$ cat config.mk
export PLATFORM = sky130hd
export DESIGN_NAME = calc_controller
export DESIGN_NICKNAME = d
export VERILOG_FILES = /design/src/rtl/calc_controller.sv
export SDC_FILE = /design/constraint.sdc
export NUM_CORES = 1
export LEC_CHECK = 0
export ABC_AREA = 0
export BUFFER_PORTS_ARGS = -buffer_cell sky130_fd_sc_hd__buf_2
export CORE_AREA = 4 4 68 77
export DETAILED_ROUTE_END_ITERATION = 6
export DIE_AREA = 0 0 72 81
export PLACE_DENSITY = 0.85
export SYNTH_ARGS = -nofsm -noshare
export SYNTH_HDL_FRONTEND = slang
export SYNTH_SLANG_ARGS = --single-unit
$ cat constraint.sdc
create_clock -name clk -period 1.8 [get_ports clk]
set_input_delay 0.36 -clock clk [delete_from_list [all_inputs] [get_ports clk]]
set_output_delay 0.36 -clock clk [all_outputs]
set_load 0.005 [all_outputs]
$ cat src/rtl/calc_controller.sv
// Calculator sequencer: collects operand A, opcode and operand B, fires one ALU enable, latches the result.
// Optional CALC_CHAIN_EN: op_load in SHOW reuses the result as the next A operand.
module calc_controller (
  input  logic        clk,
  input  logic        rst,
  input  logic [7:0]  operand_in,
  input  logic        load,
  input  logic [1:0]  op_in,
  input  logic        op_load,
  input  logic        equals,
  input  logic        clear,
  output logic [7:0]  A,
  output logic [7:0]  B,
  output logic        enable_add,
  output logic        enable_sub,
  output logic        enable_mul,
  output logic        enable_div,
  input  logic [8:0]  result_add,
  input  logic [7:0]  result_sub,
  input  logic [15:0] result_mul,
  input  logic [7:0]  result_div,
  input  logic        error,
  output logic [15:0] result_out,
  output logic        result_valid,
  output logic        error_out,
  output logic [2:0]  state
);

  typedef enum logic [2:0] {
    S_IDLE = 3'd0,
    S_OP   = 3'd1,
    S_B    = 3'd2,
    S_EXEC = 3'd3,
    S_SHOW = 3'd4,
    S_ERR  = 3'd5
  } state_e;

  state_e      state_q;
  logic [7:0]  a_q, b_q;
  logic [1:0]  op_q;
  logic        b_loaded_q;
  logic [15:0] result_q;
  logic        valid_q, err_out_q;
  logic [3:0]  en_q;          // {div, mul, sub, add}
  logic [15:0] capture_d;
  logic        ev_equals, ev_op, ev_load;

  // Only the highest-priority event below clear is honoured; lower ones are dropped.
  always_comb begin
    ev_equals = equals;
    ev_op     = op_load & ~equals;
    ev_load   = load & ~op_load & ~equals;
  end

  always_comb begin
    capture_d = '0;
    case (op_q)
      2'd0: capture_d = {7'b0, result_add};
      2'd1: capture_d = {8'b0, result_sub};
      2'd2: capture_d = result_mul;
      2'd3: capture_d = {8'b0, result_div};
      default: capture_d = '0;
    endcase
  end

  always_ff @(posedge clk) begin
    if (rst) begin
      state_q    <= S_IDLE;
      a_q        <= '0;
      b_q        <= '0;
      op_q       <= '0;
      b_loaded_q <= 1'b0;
      result_q   <= '0;
      valid_q    <= 1'b0;
      err_out_q  <= 1'b0;
      en_q       <= '0;
    end else begin
      en_q <= '0;
      if (clear) begin
        state_q    <= S_IDLE;
        a_q        <= '0;
        b_q        <= '0;
        op_q       <= '0;
        b_loaded_q <= 1'b0;
        result_q   <= '0;
        valid_q    <= 1'b0;
        err_out_q  <= 1'b0;
      end else begin
        case (state_q)
          S_IDLE: begin
            if (ev_load) begin
              a_q     <= operand_in;
              state_q <= S_OP;
            end
          end
          S_OP: begin
            if (ev_op) begin
              op_q       <= op_in;
              b_loaded_q <= 1'b0;
              state_q    <= S_B;
            end else if (ev_load) begin
              a_q <= operand_in;
            end
          end
          S_B: begin
            if (ev_equals) begin
              if (b_loaded_q) begin
                state_q <= S_EXEC;
                en_q    <= 4'd1 << op_q;
              end
            end else if (ev_op) begin
              op_q <= op_in;
            end else if (ev_load) begin
              b_q        <= operand_in;
              b_loaded_q <= 1'b1;
            end
          end
          S_EXEC: begin
            if (error) begin
              result_q  <= '0;
              err_out_q <= 1'b1;
              state_q   <= S_ERR;
            end else begin
              result_q <= capture_d;
              valid_q  <= 1'b1;
              state_q  <= S_SHOW;
            end
          end
          S_SHOW: begin
`ifdef CALC_CHAIN_EN
            if (ev_op) begin
              valid_q <= 1'b0;
              if (result_q[15:8] == '0) begin
                a_q        <= result_q[7:0];
                op_q       <= op_in;
                b_loaded_q <= 1'b0;
                state_q    <= S_B;
              end else begin
                result_q  <= '0;
                err_out_q <= 1'b1;
                state_q   <= S_ERR;
              end
            end else
`endif
            if (ev_load) begin
              a_q     <= operand_in;
              b_q     <= '0;
              valid_q <= 1'b0;
              state_q <= S_OP;
            end
          end
          S_ERR: begin
          end
          default: begin
            valid_q   <= 1'b0;
            err_out_q <= 1'b0;
            state_q   <= S_IDLE;
          end
        endcase
      end
    end
  end

  assign A            = a_q;
  assign B            = b_q;
  assign enable_add   = en_q[0];
  assign enable_sub   = en_q[1];
  assign enable_mul   = en_q[2];
  assign enable_div   = en_q[3];
  assign result_out   = result_q;
  assign result_valid = valid_q;
  assign error_out    = err_out_q;
  assign state        = state_q;

endmodule

* After elaboration in Yosys (flattened, before gate mapping)
Cells that the tools add are included.
** Storage, ports and cells
- Output and inout bits :: 41
- Register bits :: 44
- Input bits :: 58
** Cells by class
- Muxes and demuxes :: 29
- Reductions and logical operators :: 17
- Eq/ne operators :: 19
- Shift operators :: 1
- Bitwise logic cells :: 10
** Operator list (count)
- 16-bit case mux with 4 select lines :: 1
- 8-bit 2-to-1 mux :: 6
- 8-bit case mux with 2 select lines :: 2
- 2-bit inequality test (second input constant) :: 10
- 16-bit 2-to-1 mux :: 1
- 3-bit case mux with 5 select lines :: 1
- 5-bit AND reduction :: 3
- 3-bit 2-to-1 mux :: 4
- 5-bit OR reduction :: 2
- 1-bit 2-to-1 mux :: 8
- 1-bit inverter :: 7
- 3-bit by 2-bit == test with 1-bit output (second input constant) :: 2
- 3-bit == test (second input constant) :: 2
- 2-bit AND reduction :: 3
- 2-bit nonzero test :: 3
- 2-bit == test (second input constant) :: 2
- 2-bit 2-to-1 mux :: 2
- 1-bit case mux with 2 select lines :: 2
- 2-bit case mux with 2 select lines :: 1
- 2-bit OR reduction :: 2
- 4-bit OR reduction :: 1
- 1-bit by 2-bit << shifter with 4-bit output (first input constant) :: 1
- 1-bit bitwise AND :: 3
- 3-bit by 1-bit == test with 1-bit output (second input constant) :: 1
- 6 further kinds :: 6

* Depth between registers and ports, before layout
- Word-level depth :: 7
- Gate-level depth with buffers :: 6
- Gate-level depth less buffers :: 3

* Worst setup path after synthesis
OpenSTA, ideal clock, no wires.
- Path type :: register -> register
- From :: register op_q[0]
- To :: register result_q[3] (netlist: result_out[3])
- Setup time :: 0.117 ns
- Period minus slack after synthesis :: 1.614 ns
- Setup slack :: 0.186 ns
- Cell stages (with the launch flop) :: 5
- Arrival time :: 1.497 ns
- Cell sequence :: dfxtp_1 clkbuf_1 buf_2 mux4_2 a22o_1
** On the way
- Word-level cells in the longest chain between the ends :: 3
- Elaborated cells on any way between the ends :: 6
- Classes of those cells :: eq/ne: 3; mux: 2; reduce/logical: 1
** Ends and longest elaborated chain
- start: declaration :: RTL line 40 : logic [1:0] op_q;
- start signal: assignment :: RTL line 98 : op_q <= op_in;
- start signal: assignment :: RTL line 112 : op_q <= op_in;
- 2-bit == test (tied with other cells) :: RTL line 57 : case (op_q)
- 16-bit case mux with 4 select lines * :: RTL line 57
- 16-bit 2-to-1 mux * :: RTL line 119 : if (error) begin
- end signal: assignment :: RTL line 124 : result_q <= capture_d;
- end: declaration :: RTL line 42 : logic [15:0] result_q;
Mark *: on every way between the ends. The rest lies on a longest branch, timed or not.
A chain may end at the register's enable or synchronous reset.

* Worst setup path after layout
- From :: register op_q[0]
- To :: register result_q[7] (netlist: result_out[7])
The elaborated chain is that of the path after synthesis.

==> load_flow_metrics.sql <==
INSERT INTO impl_metrics (metric_group, metric, value, unit) VALUES
('outcome', 'outcome', 'completed', ''),
('setup_path', 'critical_path.max_fanout', '14', ''),
('placement', 'place_hpwl', '4.24', 'mm'),
('setup_path', 'start_kind', 'flop', ''),
('timing', 'final_setup_viols', '0', ''),
('routing', 'route.detailed.vias_per_inst', '5.34', ''),
('timing', 'totalNegativeSetupSlack', '0', 'ns'),
('clock_tree', 'post_cts_hold_buffer_count', '0', ''),
('routing', 'num_vias', '1873', ''),
('placement', 'placed_cell_area', '0.00249', 'mm2'),
('power_and_ir_drop', 'share_clk_of_total_power', '0.356', ''),
('global_routing', 'grt_antenna_before_repair', '0', ''),
('timing', 'rsz0062_at_grt', 'no', ''),
('synth', 'synth_edf_count', '0', ''),
('clock_tree', 'clk_path_buf_depth', '2', ''),
('timing', 'max_slew.worst_pin.slew', '0.670', 'ns'),
('power_and_ir_drop', 'power_per_cell_area', '675', 'mW/mm2'),
('synth', 'asyncSetResetFlopFracSynth', '0', ''),
('timing', 'period_needed', '1.68', 'ns'),
('global_routing', 'grt_remaining_overflow', '0', ''),
('layout', 'areaGrowthSynthToFinish', '31.5', '%'),
('layout', 'seqCellArea', '881', 'um2'),
('synth', 'post_synth_net_total', '257', ''),
('setup_path', 'worst_endpoint_required_time', '1.99', 'ns'),
('timing', 'max-slew-margin-rel', '0.553', ''),
('timing', 'period_utilisation_layout', '0.931', ''),
('layout', 'fillers', '387', ''),
('layout', 'nets', '352', ''),
('setup_path', 'end_kind', 'flop', ''),
('layout', 'final_cell_area', '0.00258', 'mm2'),
('floorplan', 'die_area', '0.00583', 'mm2'),
('worst_hold_path', 'hold_class', 'in2reg', ''),
('timing', 'achievable-frequency', '597', 'MHz'),
('synth', 'synthDominantAreaCellType', 'dfxtp_1', ''),
('synth', 'netlist-cell-type-count', '41', ''),
('floorplan', 'rows', '26', ''),
('routing', 'drc_errors', '0', ''),
('routing', 'antenna_violating_nets_post_route', '0', ''),
('placement', 'numPortBuffers', '98', ''),
('global_routing', 'global_route.usage.total', '0.186', ''),
('power_and_ir_drop', 'net_switching_power', '0.375', 'mW'),
('setup_path', 'critPathArrivalTime', '1.86', 'ns'),
('clock_tree', 'cts_tree', 'yes', ''),
('global_routing', 'grt_max_degree', '22', ''),
('routing', 'postRouteWirelength', '5.28', 'mm'),
('floorplan', 'core', '0.00449', 'mm2'),
('floorplan', 'die_height', '81', 'um'),
('placement', 'gpl.final_weighted_congestion', '0.837', ''),
('floorplan', 'die_x', '72', 'um'),
('clock_tree', 'cts.reportedPaths.clkPinSlew', '0.07', 'ns'),
('synth', 'synth.top_cells.by_area', 'dfxtp_1 45%, mux4_2 9.2%, mux2i_1 5.1%', ''),
('floorplan', 'floorplan.initialDensity', '0.437', ''),
('timing', 'finalClockSkew', '0.00400', 'ns'),
('power_and_ir_drop', 'relative_contribution_of_sequential_cells_to_total_power', '0.561', ''),
('routing', 'drt_pass1_iterations', '4', ''),
('power_and_ir_drop', 'vdd_drop_max', '382', 'uV'),
('power_and_ir_drop', 'p_sw_frac', '0.216', ''),
('floorplan', 'top_level_ports', '99', ''),
('synth', 'synthesis.instances', '199', ''),
('global_routing', 'wire_length_of_the_first_global_routing_pass', '8.49', 'mm'),
('routing', 'detail_route.wl_per_cell', '15.0', 'um'),
('synth', 'syn-mean-instance-area', '9.86', 'um2'),
('layout', 'antenna_cells_inserted', '0', ''),
('layout', 'drive_gt1_frac', '0.424', ''),
('synth', 'netlist_top_cells_count', '44 x dfxtp_1, 18 x nand3_1, 15 x a21oi_1, 12 x nand2_1, 11 x o21ai_0', ''),
('power_and_ir_drop', 'combinationalPowerShare', '0.083', ''),
('clock_tree', 'cts_made_buffers', '5', ''),
('power_and_ir_drop', 'p_int', '1.37', 'mW'),
('clock_tree', 'post-cts-setup-buffers', '0', ''),
('clock_tree', 'post_cts_resize_count', '0', ''),
('synth', 'postSynth.topFlopCell', 'dfxtp_1', '');
==> power by group through the flow <==
stage                     sequential [mW]  clock [mW]  combinational, mW
after global placement               1.00           0              0.139
after detailed placement             1.00           0              0.143
final                               0.978       0.619              0.144
after global routing                0.978       0.663              0.158
after CTS                           0.978       0.633              0.144
after floorplan                      1.00           0             0.0612
==> routing by layer <==
layer  vias up  GRT usage  wire, um
li1        923          -         -
met1       891      0.215      2110
met2        51      0.332      2810
met3         8     0.0359       253
met4         0     0.0808        97
met5         -          0         0
==> registers in the layout, indices dropped and copies added (netlist names) <==
| name | count |
|---|---|
| result_out | 16 |
| A | 8 |
| B | 8 |
| en_q | 4 |
| state | 3 |
| op_q | 2 |
| b_loaded_q | 1 |
| error_out | 1 |
| result_valid | 1 |
==> critical path: stages (launching register included) <==
cell	delay, ns
dfxtp_1	0.76
mux4_2	0.59
a22o_1	0.23
==> path summary, 6_finish.rpt <==
| kind | start | end | slack [ns] | cells after the start |
|---|---|---|---|---|
| worst max register to register | op_q[0]$_SDFFE_PP0P_ | result_out[7]$_SDFFE_PP0N_ | 0.12 | 2 |
| worst min-delay path | op_in[1] | op_q[1]$_SDFFE_PP0P_ | 0.32 | 3 |
| worst min register to register | B[5]$_SDFFE_PP0P_ | B[5]$_SDFFE_PP0P_ | 0.46 | 2 |
| worst max-delay path | op_q[0]$_SDFFE_PP0P_ | result_out[7]$_SDFFE_PP0N_ | 0.12 | 2 |
==> per-stage QoR <==
step	total power [mW]	cells	hold slack [ns]	utilization	worst slack, ns
6_report	1.74	351	0.321	0.575	0.125
3_5_place_dp	1.14	343	0.453	0.555	0.0927
5_1_grt	1.80	351	0.333	0.575	0.00273
4_1_cts	1.75	351	0.314	0.575	0.0832
3_3_place_gp	1.14	343	0.443	0.555	0.148
2_1_floorplan	1.06	199	0.453	-	0.186
==> logic make-up (layout without fill, tap and decap cells) <==
group	count (synthesis)	in the layout	synth area share
AOI/OAI and AO/OA	47	47	0.157
DFF	44	44	0.449
buffers and inverters	21	117	0.0548
xor gates and xnor gates	3	3	0.0134
muxes	18	18	0.143
and+or+nand+nor	66	66	0.184
==> cell usage in the layout, fill, tap and decap left out, types with 2 or more instances in the layout <==
cell type | synthesis | final
buf_2 | 4 | 98
dfxtp_1 | 44 | 44
nand3_1 | 18 | 18
a21oi_1 | 15 | 15
nand2_1 | 12 | 12
o21ai_0 | 11 | 11
nor2_1 | 10 | 10
mux2i_1 | 10 | 10
buf_4 | 2 | 9
mux4_2 | 8 | 8
a22o_1 | 8 | 8
a32oi_1 | 7 | 7
clkbuf_8 | 0 | 6
nor3_1 | 5 | 5
nor2b_1 | 3 | 3
or3b_1 | 2 | 2
xnor2_1 | 2 | 2
nor3b_1 | 2 | 2
inv_1 | 2 | 2
nand3b_1 | 2 | 2
and2_1 | 2 | 2
clkbuf_1 | 9 | 2
==> final cells by class <==
| type | instances | share of cell area |
|---|---|---|
| multi-input cells | 134 | 0.378 |
| flip-flops and latches | 44 | 0.341 |
| repair buffers | 107 | 0.216 |
| clock buffers | 8 | 0.0349 |
| well taps | 56 | 0.0271 |
| inverters | 2 | 0.00291 |
No activity file was read; power rests on OpenSTA's default activity.
